--- config.mk ---
export PLATFORM = sky130hd
export DESIGN_NAME = sphere_packet_receiver
export DESIGN_NICKNAME = d
export VERILOG_FILES = /design/src/rtl/sphere_packet_receiver_pkg.sv /design/src/rtl/sphere_packet_receiver_word_fifo.sv /design/src/rtl/sphere_packet_receiver.sv
export SDC_FILE = /design/constraint.sdc
export NUM_CORES = 1
export LEC_CHECK = 0
export ABC_CLOCK_PERIOD_IN_PS = 4400
export BUFFER_PORTS_ARGS = -buffer_cell sky130_fd_sc_hd__buf_2
export CAP_MARGIN = 20
export CORE_ASPECT_RATIO = 0.6
export CORE_UTILIZATION = 55
export CTS_CLUSTER_SIZE = 12
export DETAILED_ROUTE_END_ITERATION = 8
export MAX_ROUTING_LAYER = met4
export PLACE_DENSITY = 0.74
export SYNTH_ARGS = -nofsm -noshare
export SYNTH_HDL_FRONTEND = slang
export SYNTH_HIERARCHICAL = 1
export SYNTH_SLANG_ARGS = --single-unit
export TNS_END_PERCENT = 1
--- constraint.sdc ---
create_clock -name CLK100MHZ -period 4.4 [get_ports CLK100MHZ]
set_clock_uncertainty 0.1 [all_clocks]
set_input_delay 0.44 -clock CLK100MHZ [delete_from_list [all_inputs] [get_ports CLK100MHZ]]
set_output_delay 0.44 -clock CLK100MHZ [all_outputs]
set_load 0.02 [all_outputs]
--- src/rtl/sphere_packet_receiver_pkg.sv ---
// Shared types and constants for the sphere packet receiver.
// Build option: PKT_CHECKSUM_EN appends an XOR checksum byte to every packet.
package Types;

   localparam int unsigned PKT_PAYLOAD_BYTES = 8;
   localparam int unsigned SPHERE_W          = 64;

`ifdef PKT_CHECKSUM_EN
   localparam int unsigned PKT_BYTES = PKT_PAYLOAD_BYTES + 1;
`else
   localparam int unsigned PKT_BYTES = PKT_PAYLOAD_BYTES;
`endif

   // Wide enough to count every byte of a packet, checksum included
   localparam int unsigned BYTE_CNT_W = 4;

   // Status byte layout: {ovf, err, 3'b0, level[2:0]}
   localparam int unsigned ST_OVF_BIT = 7;
   localparam int unsigned ST_ERR_BIT = 6;
   localparam int unsigned ST_LEVEL_W = 3;
   localparam int unsigned ST_LEVEL_MAX = 7;

   typedef logic [SPHERE_W-1:0] Sphere;

   typedef enum logic [1:0] {
      ASM_IDLE     = 2'd0,
      ASM_ASSEMBLE = 2'd1,
      ASM_COMMIT   = 2'd2
   } asm_state_t;

endpackage

--- src/rtl/sphere_packet_receiver_word_fifo.sv ---
// Synchronous DEPTH x W FIFO with registered full/empty/level.
// Ports: clk, rst (sync, active-high), push/din, pop/head_c (combinational
// view of the head entry), full, empty, level (occupancy).
// A push while full is accepted only if a pop happens in the same cycle.
module word_fifo #(
   parameter int unsigned DEPTH = 4,
   parameter int unsigned W     = 64
) (
   input  logic                       clk,
   input  logic                       rst,
   input  logic                       push,
   input  logic [W-1:0]               din,
   input  logic                       pop,
   output logic [W-1:0]               head_c,
   output logic                       full,
   output logic                       empty,
   output logic [$clog2(DEPTH):0]     level
);
   localparam int unsigned PTR_W = $clog2(DEPTH);
   localparam int unsigned LVL_W = PTR_W + 1;

   logic [W-1:0]     mem [DEPTH];
   logic [PTR_W-1:0] wr_ptr;
   logic [PTR_W-1:0] rd_ptr;
   logic             do_push_c;
   logic             do_pop_c;
   logic [LVL_W-1:0] level_nxt_c;

   // Qualify requests and compute next occupancy
   always_comb begin
      do_push_c   = push && (!full || pop);
      do_pop_c    = pop && !empty;
      level_nxt_c = level;
      if (do_push_c && !do_pop_c) begin
         level_nxt_c = level + LVL_W'(1);
      end else if (!do_push_c && do_pop_c) begin
         level_nxt_c = level - LVL_W'(1);
      end
   end

   // Pointers and flags; pointers wrap naturally since DEPTH is a power of two
   always_ff @(posedge clk) begin
      if (rst) begin
         wr_ptr <= '0;
         rd_ptr <= '0;
         level  <= '0;
         full   <= 1'b0;
         empty  <= 1'b1;
      end else begin
         if (do_push_c) wr_ptr <= wr_ptr + PTR_W'(1);
         if (do_pop_c)  rd_ptr <= rd_ptr + PTR_W'(1);
         level <= level_nxt_c;
         full  <= (level_nxt_c == LVL_W'(DEPTH));
         empty <= (level_nxt_c == '0);
      end
   end

   // Storage needs no reset; the pointers define validity
   always_ff @(posedge clk) begin
      if (do_push_c) mem[wr_ptr] <= din;
   end

   assign head_c = mem[rd_ptr];

endmodule

--- src/rtl/sphere_packet_receiver.sv ---
// Assembles SPI bytes into 64-bit sphere words, buffers them, and delivers
// one word per rising edge of the controller's recv_interrupt.
// Ports: CLK100MHZ, ck_rst (sync, active-high); spi_frame_active,
// spi_byte_dv, spi_byte from the SPI slave; recv_interrupt from the
// controller; recv_dv/recv_64bit to the controller; tran_byte status back to
// the SPI slave; drop_count saturating count of dropped packets.
// Build option: PKT_CHECKSUM_EN (9-byte packets with XOR checksum).
module sphere_packet_receiver
   import Types::*;
#(
   parameter int unsigned FIFO_DEPTH = 4,
   parameter int unsigned CNT_W      = 8
) (
   input  logic             CLK100MHZ,
   input  logic             ck_rst,
   input  logic             spi_frame_active,
   input  logic             spi_byte_dv,
   input  logic [7:0]       spi_byte,
   input  logic             recv_interrupt,
   output logic             recv_dv,
   output Sphere            recv_64bit,
   output logic [7:0]       tran_byte,
   output logic [CNT_W-1:0] drop_count
);
   localparam int unsigned LVL_W = $clog2(FIFO_DEPTH) + 1;

   asm_state_t            state;
   asm_state_t            state_nxt;
   logic [BYTE_CNT_W-1:0] byte_cnt;
   Sphere                 asm_word;
   logic                  byte_acc_c;
   logic                  load_first_c;
   logic                  load_next_c;
   logic                  commit_c;
   logic                  chk_ok_c;

   logic                  fifo_full;
   logic                  fifo_empty;
   logic [LVL_W-1:0]      fifo_level;
   Sphere                 fifo_head_c;
   logic                  push_c;
   logic                  pop_c;
   logic                  ovf_drop_c;
   logic                  err_drop_c;

   logic                  irq_q;
   logic                  irq_rise_c;
   logic                  pending;
   logic                  ovf_sticky;
   logic                  err_sticky;
   logic [ST_LEVEL_W-1:0] level_sat_c;
   logic [7:0]            status_c;

   assign byte_acc_c = spi_byte_dv && spi_frame_active;

   // Assembler state register
   always_ff @(posedge CLK100MHZ) begin
      if (ck_rst) state <= ASM_IDLE;
      else        state <= state_nxt;
   end

   // Assembler next state and control strobes
   always_comb begin
      state_nxt    = state;
      load_first_c = 1'b0;
      load_next_c  = 1'b0;
      commit_c     = 1'b0;
      case (state)
         ASM_IDLE: begin
            if (byte_acc_c) begin
               load_first_c = 1'b1;
               state_nxt    = ASM_ASSEMBLE;
            end
         end
         ASM_ASSEMBLE: begin
            // Losing chip-select abandons the partial packet without counting it
            if (!spi_frame_active) begin
               state_nxt = ASM_IDLE;
            end else if (byte_acc_c) begin
               load_next_c = 1'b1;
               if (byte_cnt == BYTE_CNT_W'(PKT_BYTES - 1)) state_nxt = ASM_COMMIT;
            end
         end
         ASM_COMMIT: begin
            commit_c  = 1'b1;
            state_nxt = ASM_IDLE;
         end
         default: state_nxt = ASM_IDLE;
      endcase
   end

   // Byte counter and big-endian shift register (first byte ends up in [63:56])
   always_ff @(posedge CLK100MHZ) begin
      if (ck_rst) begin
         byte_cnt <= '0;
         asm_word <= '0;
      end else if (load_first_c) begin
         byte_cnt <= BYTE_CNT_W'(1);
         asm_word <= {asm_word[SPHERE_W-9:0], spi_byte};
      end else if (load_next_c) begin
         byte_cnt <= byte_cnt + BYTE_CNT_W'(1);
`ifdef PKT_CHECKSUM_EN
         if (byte_cnt < BYTE_CNT_W'(PKT_PAYLOAD_BYTES)) begin
            asm_word <= {asm_word[SPHERE_W-9:0], spi_byte};
         end
`else
         asm_word <= {asm_word[SPHERE_W-9:0], spi_byte};
`endif
      end
   end

`ifdef PKT_CHECKSUM_EN
   logic [7:0] chk_acc;
   logic [7:0] chk_byte;

   // Running XOR of the payload; the trailing byte is captured separately
   always_ff @(posedge CLK100MHZ) begin
      if (ck_rst) begin
         chk_acc  <= '0;
         chk_byte <= '0;
      end else if (load_first_c) begin
         chk_acc <= spi_byte;
      end else if (load_next_c) begin
         if (byte_cnt < BYTE_CNT_W'(PKT_PAYLOAD_BYTES)) chk_acc  <= chk_acc ^ spi_byte;
         else                                           chk_byte <= spi_byte;
      end
   end

   assign chk_ok_c = (chk_acc == chk_byte);
`else
   assign chk_ok_c = 1'b1;
`endif

   // Delivery: one pop per rising edge, or a deferred pop once data arrives
   assign irq_rise_c = recv_interrupt && !irq_q;
   assign pop_c      = !fifo_empty && (irq_rise_c || pending);

   // A full FIFO still accepts the packet when the head leaves in the same cycle
   assign err_drop_c = commit_c && !chk_ok_c;
   assign ovf_drop_c = commit_c && chk_ok_c && fifo_full && !pop_c;
   assign push_c     = commit_c && chk_ok_c && (!fifo_full || pop_c);

   word_fifo #(
      .DEPTH (FIFO_DEPTH),
      .W     (SPHERE_W)
   ) u_word_fifo (
      .clk    (CLK100MHZ),
      .rst    (ck_rst),
      .push   (push_c),
      .din    (asm_word),
      .pop    (pop_c),
      .head_c (fifo_head_c),
      .full   (fifo_full),
      .empty  (fifo_empty),
      .level  (fifo_level)
   );

   // Controller handshake and output word
   always_ff @(posedge CLK100MHZ) begin
      if (ck_rst) begin
         irq_q      <= 1'b0;
         pending    <= 1'b0;
         recv_dv    <= 1'b0;
         recv_64bit <= '0;
      end else begin
         irq_q   <= recv_interrupt;
         recv_dv <= pop_c;
         if (pop_c) recv_64bit <= fifo_head_c;
         if (pop_c)                 pending <= 1'b0;
         else if (irq_rise_c)       pending <= 1'b1;
         else if (!recv_interrupt)  pending <= 1'b0;
      end
   end

   // Drop accounting
   always_ff @(posedge CLK100MHZ) begin
      if (ck_rst) begin
         drop_count <= '0;
         ovf_sticky <= 1'b0;
      end else begin
         if ((ovf_drop_c || err_drop_c) && (drop_count != '1)) begin
            drop_count <= drop_count + CNT_W'(1);
         end
         if (ovf_drop_c) ovf_sticky <= 1'b1;
      end
   end

`ifdef PKT_CHECKSUM_EN
   always_ff @(posedge CLK100MHZ) begin
      if (ck_rst)          err_sticky <= 1'b0;
      else if (err_drop_c) err_sticky <= 1'b1;
   end
`else
   assign err_sticky = 1'b0;
`endif

   // Status byte with occupancy saturated to three bits
   always_comb begin
      if (32'(fifo_level) > ST_LEVEL_MAX) level_sat_c = ST_LEVEL_W'(ST_LEVEL_MAX);
      else                                level_sat_c = ST_LEVEL_W'(fifo_level);
      status_c                   = '0;
      status_c[ST_OVF_BIT]       = ovf_sticky;
      status_c[ST_ERR_BIT]       = err_sticky;
      status_c[ST_LEVEL_W-1:0]   = level_sat_c;
   end

   always_ff @(posedge CLK100MHZ) begin
      if (ck_rst) tran_byte <= '0;
      else        tran_byte <= status_c;
   end

endmodule
==> impl_metrics.csv, run 1 <==
group,metric,value,unit
min_path,worstHoldPathType,"input pin to flop",
worst_setup_path,r2r_end,"u_word_fifo/mem[3][21]",
grt,grt_max_degree,103,
grt,grt-ovfl-total,0,
timing,finalSetupTns,0,ns
worst_setup_path,critPathLaunchType,"flop",
die,core_area,0.02676,mm^2
worst_setup_path,worst-r2r-cell-count,6,
clock_network,cts_root_buf,"clkbuf_16",
drt,via_count,8676,
grt,grt_use_total,0.2321,
timing,hold_viol,0,
clock_network,path_clk_slew,0.06,ns
worst_setup_path,cp_slowest_cell,"and2_2",
pwr,total_power,7.301,mW
timing,post-route-period-util,0.7068,
worst_setup_path,path_delay_family,"simple AND/OR/NAND/NOR gates",
layout,areaGrowthSynthToFinish,12.89,%
logic_synthesis,synth_top_cell_by_area,"edfxtp_1",
timing,slew_viol_final,0,
grt,grt_pass1_wl,48410,um
placed_design,dp_cells,1472,
logic_synthesis,async_flop_share,0,
logic_synthesis,synth.distinct_cells,49,
logic_synthesis,syn_avg_cell_area,14.20,um^2
layout,fin_nets,1176,
clock_network,clock_sinks,417,
placed_design,place_congestion,0.7832,
logic_synthesis,ys_seq_area_frac,0.7194,
worst_setup_path,cp.arrival,3.22,ns
die,start_util,0.5667,
worst_setup_path,worst-setup-path-type,"flop to flop",
clock_network,cts-buffers-inserted,40,
die,io_pins,94,
clock_network,cts_hold_buffers,0,
job,cap_viol_max_count,0,
layout,drive_above_1_share,0.1985,
clock_network,h-tree-depth,2,
layout,num-fill-cells,1963,
layout,multiInputGateArea,0.003926,mm^2
logic_synthesis,synth_top_area_frac,0.5068,
layout,stdcell_count,1544,
layout,seqCellArea,0.01092,mm^2
die,die_h,130.6,um
worst_setup_path,path_max_fanout,21,
logic_synthesis,syn_inst,1068,
placed_design,dpl.hpwl,17650,um
drt,ant_nets,0,
min_path,whs_path_depth,3,
pwr,cellPowerDensity,426.4,mW/mm^2
drt,wl,30600,um
pwr,p_leak,5.678,nW
worst_setup_path,reg2reg_from,"u_word_fifo/empty",
die,die_area,0.02827,mm^2
worst_setup_path,cp_cell_sequence,"nor3b_1 -> nor3_1 -> nor2_1 -> a21boi_2 -> and2_2 -> buf_4",
drt,drc,0,
min_path,min_from,"spi_byte[3]",
placed_design,portBuffers,89,
clock_network,cts_setup_buffers,0,
timing,fin_crit,3.110,ns
logic_synthesis,syn-cell-area,0.01517,mm^2
clock_network,clk_path_buf_depth,3,
grt,grt_pass1_vias,8565,
die,die_x,216.4,um
worst_setup_path,crit_path_end_kind,"flop",
logic_synthesis,ys_ff_latch,417,
clock_network,cts.repair.resized,0,
timing,tightest_slew,1.025,ns
worst_setup_path,required,4.51,ns
drt,avgViaCountPerCell,5.619,
timing,rsz0062_at_grt,"no",
timing,fmax,321.6,MHz
grt,antenna_found_initial,0,
logic_synthesis,yosys_warnings,6,
worst_setup_path,critPathMaxStageDelay,0.61,ns
layout,n_antenna_cell,0,
timing,relSlewSlack,0.3166,
pwr,ir_worst_vdd,239.4,uV
drt,dr.first_iter.drc_count,780,
worst_setup_path,critPathBufInv,1,
logic_synthesis,synth_edf_count,256,
logic_synthesis,synth_area_leaders,"edfxtp_1 (51%), dfxtp_1 (21%), mux4_2 (9.5%)",
drt,wl_per_cell,19.82,um
drt,drt_first_pass_iters,5,
clock_network,worst_skew_pair.late_latency,0.52,ns
outcome,status,"complete, no violations",
clock_network,cts_tree,"built",
worst_setup_path,ff2ff_setup_slack,1.29,ns
min_path,min_to,"asm_word[3]",
die,num_rows,46,
logic_synthesis,synth-main-ff-cell,"edfxtp_1",
timing,finalSetupViolCount,0,
==> synth_stat cells, types with 2 or more instances <==
cell         n
nor2_1      19
xnor2_1      5
buf_6        3
o31ai_1      3
nand2b_1     2
nor2b_1     10
a21oi_1    137
inv_1       10
nor4_1       4
dfxtp_1    161
nand2_1    264
clkbuf_1    36
nand4bb_1    2
nor3_1       4
edfxtp_1   256
mux2i_1      4
and2_1       6
buf_1       17
buf_2        2
o21ai_0      3
xor2_1       2
or4_1        2
nand4_1      2
buf_4       10
ha_1         8
mux4_2      64
mux2_2       3
nor3b_1      2
nand3_1      7
==> tightest hold or removal path, stage by stage <==
cell and delay [ns]:
buf_2 0.10, nand2_1 0.04, a21oi_1 0.05
==> cells by family (layout without fill, tap and decap cells) <==
group | Yosys count | count (layout) | share of synthesized area
AO/OA/AOI/OAI | 150 | 150 | 0.05205
XOR/XNOR | 7 | 7 | 0.004042
adder cells (fa/ha/maj) | 8 | 8 | 0.006600
buffers and inverters | 79 | 192 | 0.02368
flip-flops | 417 | 417 | 0.7194
multiplexers | 72 | 72 | 0.1006
other | 1 | 4 | 0.0002472
AND/OR/NAND/NOR | 334 | 334 | 0.09338
==> state kept, by name, indices dropped and copies added (netlist names), 2 cells and up, named ones only <==
name,cells
asm_word,64
u_word_fifo/rd_ptr,2
byte_cnt,4
state,2
u_word_fifo/mem,256
u_word_fifo/level,3
tran_byte,4
drop_count,8
u_word_fifo/wr_ptr,2
recv_64bit,64
==> placed cells by master, fill, tap and decap left out, drive strengths merged, types with 2 or more instances in the layout <==
cell / synthesis / layout
a21oi: 137 / 137
nor4: 4 / 4
mux2: 4 / 4
nand4: 2 / 2
nor2b: 11 / 11
nor2: 19 / 19
nand2b: 3 / 3
xor2: 2 / 2
o21ai: 3 / 3
conb: 1 / 4
edfxtp: 256 / 256
nand3: 7 / 7
nor3b: 2 / 2
mux2i: 4 / 4
mux4: 64 / 64
and2: 6 / 6
ha: 8 / 8
and3b: 2 / 2
clkbuf: 36 / 71
dfxtp: 161 / 161
buf: 32 / 110
or4: 3 / 3
inv: 11 / 11
xnor2: 5 / 5
nor3: 4 / 4
nand2: 264 / 264
o31ai: 3 / 3
nand4bb: 2 / 2
==> where the power goes <==
| group | switching (mW) | internal (mW) |
|---|---|---|
| logic | 0.0599 | 0.0177 |
| registers | 0.0112 | 4.11 |
| clock network | 1.36 | 1.74 |
==> through the flow <==
| step | util | setup slack (ns) | cell area [um^2] | hold WS (ns) |
|---|---|---|---|---|
| floorplan | - | 0.8914 | 15180 | 0.3160 |
| global placement | 0.5962 | 1.251 | 15960 | 0.3371 |
| detailed placement | 0.5962 | 1.223 | 15960 | 0.3440 |
| CTS | 0.6388 | 1.334 | 17100 | 0.03786 |
| global route | 0.6398 | 1.136 | 17120 | 0.05517 |
| finish | 0.6398 | 1.290 | 17120 | 0.05364 |
==> final cells by class <==
cell class / instances / area share
Clock buffer: 71 / 0.06650
Inverter: 11 / 0.002411
Timing Repair Buffer: 110 / 0.03800
Tap cell: 360 / 0.02631
Sequential cell: 417 / 0.6375
Multi-Input combinational cell: 575 / 0.2293
==> how the worst max path moves through the flow <==
| stage | cells after the start | slack [ns] | end | from |
|---|---|---|---|---|
| after floorplan | 7 | 0.89 | u_word_fifo/mem[0][0] | recv_interrupt |
| after global placement | 7 | 1.25 | u_word_fifo/mem[3][18] | recv_interrupt |
| after detailed placement | 7 | 1.22 | u_word_fifo/mem[3][20] | recv_interrupt |
| after CTS | 6 | 1.33 | u_word_fifo/mem[3][6] | u_word_fifo/empty |
| after global routing | 6 | 1.14 | u_word_fifo/mem[1][29] | u_word_fifo/empty |
| final | 6 | 1.29 | u_word_fifo/mem[3][21] | u_word_fifo/empty |
==> per-layer routing <==
metal | share of wire | GRT usage | vias up
met1 | 0.48 | 0.3510 | 4354
met4 | 0.011 | 0.04847 | 0
met5 | 0 | - | -
li1 | - | - | 4014
met2 | 0.44 | 0.3305 | 280
met3 | 0.066 | 0.04213 | 28
Power figures use the tool's default switching activity.
==> run 2, diff against run 1 <==
Settings changed: ABC_CLOCK_PERIOD_IN_PS 4400 to 2700, CORE_UTILIZATION 55 to 54, PLACE_DENSITY 0.74 to 0.76.
Clock period 4.4 ns to 2.7 ns, I/O delays scaled along.
==> impl_metrics.csv, run 2 (synthesis gave the netlist of run 1 again) <==
group,metric,value,unit
drt,drc,0,
clock_network,cts_hold_buffers,10,
worst_setup_path,cp.arrival,2.47,ns
grt,grt_pass1_vias,8623,
clock_network,cts_root_buf,"clkbuf_16",
timing,relSlewSlack,0.3906,
timing,tightest_slew,0.9142,ns
layout,mostFrequentLayoutCell,"nand2_1",
timing,finalSetupViolCount,0,
placed_design,place_ws,0.3910,ns
timing,finalSetupTns,0,ns
grt,grt_use_total,0.2285,
job,cap_viol_max_count,0,
clock_network,h-tree-depth,2,
layout,fin_nets,1199,
pwr,total_power,12.05,mW
die,die_area,0.02878,mm^2
layout,areaGrowthSynthToFinish,15.56,%
drt,ant_nets,0,
pwr,cellPowerDensity,687.7,mW/mm^2
timing,hold_viol,0,
worst_setup_path,critPathMaxStageDelay,0.40,ns
pwr,seqPwrFrac,0.557,
drt,wl,30860,um
layout,stdcell_count,1577,
clock_network,clock_sinks,417,
timing,fin_crit,2.346,ns
worst_setup_path,path_max_fanout,13,
placed_design,portBuffers,89,
placed_design,dp_cells,1492,
pwr,power_switching,2.397,mW
worst_setup_path,crit_path_end_kind,"flop",
drt,avgViaCountPerCell,5.579,
placed_design,place_congestion,0.7915,
timing,post-route-period-util,0.8687,
layout,fin_util,0.6355,
layout,reg_top3,"u_word_fifo/mem (256), asm_word (64), recv_64bit (64)",
pwr,internal-power,9.657,mW
drt,wl_per_cell,19.57,um
clock_network,cts-buffers-inserted,41,
grt,grt-ovfl-total,0,
die,num_rows,47,
worst_setup_path,cp_slowest_cell,"dfxtp_1",
pwr,swShare,0.1989,
timing,fmax,426.3,MHz
grt,grt_max_degree,78,
die,die_h,131.8,um
timing,rsz0062_at_grt,"no",
clock_network,worst_skew_pair.late_latency,0.53,ns
pwr,clkPwrFrac,0.431,
die,core_area,0.02758,mm^2
grt,grt_pass1_wl,49140,um
pwr,power_frac_comb,0.011,
worst_setup_path,cp_cell_sequence,"nor3b_1 -> nor3_1 -> nor2_1 -> a21boi_2 -> and2_2 -> buf_4",
clock_network,path_clk_slew,0.06,ns
layout,drive_above_1_share,0.2083,
drt,drt_first_pass_iters,5,
worst_setup_path,critPathLaunchType,"flop",
placed_design,dpl.hpwl,18690,um
timing,slew_viol_final,0,
timing,fin_ws,0.3545,ns
layout,design_area,0.01753,mm^2
pwr,ir_worst_vdd,444.3,uV
drt,via_count,8798,
worst_setup_path,worst-setup-path-type,"flop to flop",
die,io_pins,94,
min_path,worstHoldPathType,"input pin to flop",
clock_network,cts_tree,"built",
layout,largest_reg_flops,256,
drt,dr.first_iter.drc_count,860,
layout,n_antenna_cell,0,
clock_network,cts.repair.resized,0,
clock_network,clk_path_buf_depth,3,
die,die_x,218.4,um
die,start_util,0.5499,
pwr,p_leak,5.849,nW
layout,top_register,"u_word_fifo/mem",
layout,mostFrequentLayoutCells,"nand2_1 (264), edfxtp_1 (256), dfxtp_1 (159)",
clock_network,cts_setup_buffers,0,
placed_design,place_area,0.01624,mm^2
grt,antenna_found_initial,0,
layout,num-fill-cells,1972,
outcome,status,"complete, no violations",
timing,hold_ws,0.03386,ns
worst_setup_path,required,2.83,ns
-- run 2: per-layer routing --
layer,GRT usage,wire length [um]
met1,0.3532,14850
met2,0.3194,13900
met3,0.03552,1701
met4,0.05245,405
met5,-,0
-- run 2: final cells by class --
type,count,area [um^2],share of cell area
Sequential cell,417,10920,0.6228
Multi-Input combinational cell,575,3926,0.2240
Clock buffer,72,1162,0.06632
Timing Repair Buffer,132,996.0,0.05682
Tap cell,367,459.2,0.02620
Inverter,11,41.29,0.002356
Clock inverter,3,26.28,0.001499
-- run 2: critical path: cells and delay by family, from the launching register on --
family / cells / cell delay [ns]
DFF: 1 / 0.40
buffers and inverters: 1 / 0.28
AOI/OAI and AO/OA: 1 / 0.30
and+or+nand+nor: 4 / 0.96
-- run 2: power groups by stage --
stage	Clock (mW)	Combinational, mW	Sequential [mW]
2_1_floorplan	0	0.0879	6.85
3_3_place_gp	0	0.126	6.85
3_5_place_dp	0	0.126	6.86
4_1_cts	5.26	0.138	6.72
5_1_grt	5.53	0.150	6.72
6_report	5.20	0.138	6.72
-- run 2: path summary, 6_finish.rpt --
path / slack [ns] / cells past startpoint / to / startpoint
worst min-delay path: 0.03 / 3 / state[1] / spi_frame_active
worst max-delay path: 0.35 / 6 / u_word_fifo/mem[1][15] / u_word_fifo/empty
worst max register to register: 0.35 / 6 / u_word_fifo/mem[1][15] / u_word_fifo/empty
worst min register to register: 0.35 / 2 / recv_64bit[32] / recv_64bit[32]
==> run 3, diff against run 2 <==
Settings changed: ABC_CLOCK_PERIOD_IN_PS 2700 to 2300, CORE_UTILIZATION 54 to 55, CTS_BUF_LIST from default to sky130_fd_sc_hd__clkbuf_8 sky130_fd_sc_hd__clkbuf_16, PLACE_DENSITY 0.76 to 0.74.
Clock period 2.7 ns to 2.3 ns, I/O delays scaled along.
==> impl_metrics.csv, run 3 (synthesis gave the netlist of run 1 again) <==
group,metric,value,unit
clock_network,clk_path_buf_depth,3,
worst_setup_path,cp.arrival,2.30,ns
worst_setup_path,path_delay_family,"simple AND/OR/NAND/NOR gates",
timing,post-route-period-util,0.9440,
placed_design,dpl.hpwl,19150,um
timing,relSlewSlack,0.5125,
grt,grt_max_degree,71,
grt,grt_pass1_wl,50310,um
clock_network,path_clk_slew,0.06,ns
job,cap_viol_max_count,0,
pwr,ir_worst_vdd,499.4,uV
drt,ant_nets,0,
layout,num-fill-cells,1928,
outcome,status,"complete, no violations",
grt,grt_use_total,0.2426,
layout,mostFrequentLayoutCells,"nand2_1 (264), edfxtp_1 (256), dfxtp_1 (159)",
die,start_util,0.5667,
timing,tightest_slew,0.7312,ns
worst_setup_path,path_max_fanout,21,
timing,hold_viol,0,
worst_setup_path,critPathMaxStageDelay,0.38,ns
clock_network,cts_tree,"built",
layout,n_antenna_cell,0,
clock_network,clock_sinks,417,
timing,fin_ws,0.1289,ns
timing,fmax,460.6,MHz
worst_setup_path,worst-setup-path-type,"flop to flop",
layout,areaGrowthSynthToFinish,15.63,%
layout,drive_above_1_share,0.2078,
worst_setup_path,critPathLaunchType,"flop",
timing,finalSetupViolCount,0,
placed_design,place_ws,0.1107,ns
placed_design,dp_cells,1486,
die,core_area,0.02676,mm^2
layout,design_area,0.01754,mm^2
die,io_pins,94,
timing,fin_crit,2.171,ns
drt,dr.first_iter.drc_count,721,
die,die_h,130.6,um
layout,reg_top3,"u_word_fifo/mem (256), asm_word (64), recv_64bit (64)",
placed_design,place_congestion,0.7823,
pwr,total_power,13.87,mW
pwr,p_leak,5.963,nW
die,num_rows,46,
pwr,cellPowerDensity,791.0,mW/mm^2
worst_setup_path,cp_cell_sequence,"nor2b_1 -> nor3_2 -> nor2_1 -> a21boi_4 -> and2_4 -> buf_12",
worst_setup_path,crit_path_end_kind,"flop",
drt,wl_per_cell,20.23,um
clock_network,worst_skew_pair.late_latency,0.54,ns
placed_design,portBuffers,89,
worst_setup_path,required,2.43,ns
drt,via_count,8889,
layout,largest_reg_flops,256,
grt,grt-ovfl-total,0,
timing,slew_viol_final,0,
worst_setup_path,cp_slowest_cell,"dfxtp_1",
layout,mostFrequentLayoutCell,"nand2_1",
drt,drc,0,
layout,top_register,"u_word_fifo/mem",
worst_setup_path,critPathBufInv,1,
placed_design,place_area,0.01627,mm^2
clock_network,cts_setup_buffers,0,
grt,antenna_found_initial,0,
layout,fin_util,0.6553,
drt,wl,31720,um
drt,drt_first_pass_iters,5,
die,die_x,216.4,um
die,die_area,0.02827,mm^2
drt,avgViaCountPerCell,5.669,
clock_network,cts-buffers-inserted,40,
layout,stdcell_count,1568,
layout,multiInputGateArea,0.003954,mm^2
grt,grt_pass1_vias,8753,
layout,fin_nets,1200,
clock_network,h-tree-depth,2,
layout,seqCellArea,0.01092,mm^2
min_path,worstHoldPathType,"input pin to flop",
clock_network,cts_root_buf,"clkbuf_16",
run 3: cell count changes in the layout (fill, tap and decap cells not counted), sizes merged:
cell / previous run / this run
clkbuf: 72 / 41
inv: 14 / 41
buf: 122 / 123
dlygate4sd3: 10 / 11
run 3: final timing paths:
kind	from	to	slack [ns]	cells past startpoint
hold reg to reg	recv_64bit[36]	recv_64bit[36]	0.35	2
setup / recovery	pending	u_word_fifo/mem[1][60]	0.13	6
setup reg to reg	pending	u_word_fifo/mem[1][60]	0.13	6
hold / removal	spi_frame_active	state[0]	0.02	3
run 3: power breakdown:
| group | internal [mW] | switching [mW] | leakage, nW |
|---|---|---|---|
| combinational | 0.0477 | 0.123 | 1.69 |
| sequential | 7.86 | 0.0214 | 3.61 |
| clock | 3.20 | 2.62 | 0.665 |
| total | 11.1 | 2.76 | 5.96 |
run 3: metrics by stage:
stage / TNS [ns] / hold slack, ns
floorplan: 0 / 0.2660
global placement: 0 / 0.3397
detailed placement: 0 / 0.3435
CTS: 0 / 0.006797
global route: -0.01115 / 0.01446
finish: 0 / 0.02277
run 3: worst register-to-register path: cells and delay by family, from the launching register on:
kind	cells	cell delay, ns
AO/OA/AOI/OAI	1	0.33
flip-flops	1	0.38
buffers and inverters	1	0.23
AND/OR/NAND/NOR	4	0.84
run 3: per-layer routing:
layer | part of all wire | wire [um] | global-route usage | vias to the layer above
met4 | 0.015 | 468 | 0.05592 | 0
met5 | 0 | 0 | - | -
met2 | 0.45 | 14300 | 0.3580 | 277
met3 | 0.063 | 2002 | 0.04352 | 51
li1 | - | - | - | 4085
met1 | 0.47 | 14950 | 0.3543 | 4476
run 3: cell type report:
type,count,share of cell area
inverter,11,0.002354
clock inverter,30,0.006421
clock buffer,41,0.05850
multi-input combinational,575,0.2254
timing repair buffer,134,0.05921
tap,360,0.02568
sequential,417,0.6224
run 3: timing repair:
action                     CTS  global route
hold endpoints to repair    12             0
hold buffers                11             0
setup endpoints to repair    0           133
resized for setup            0             3
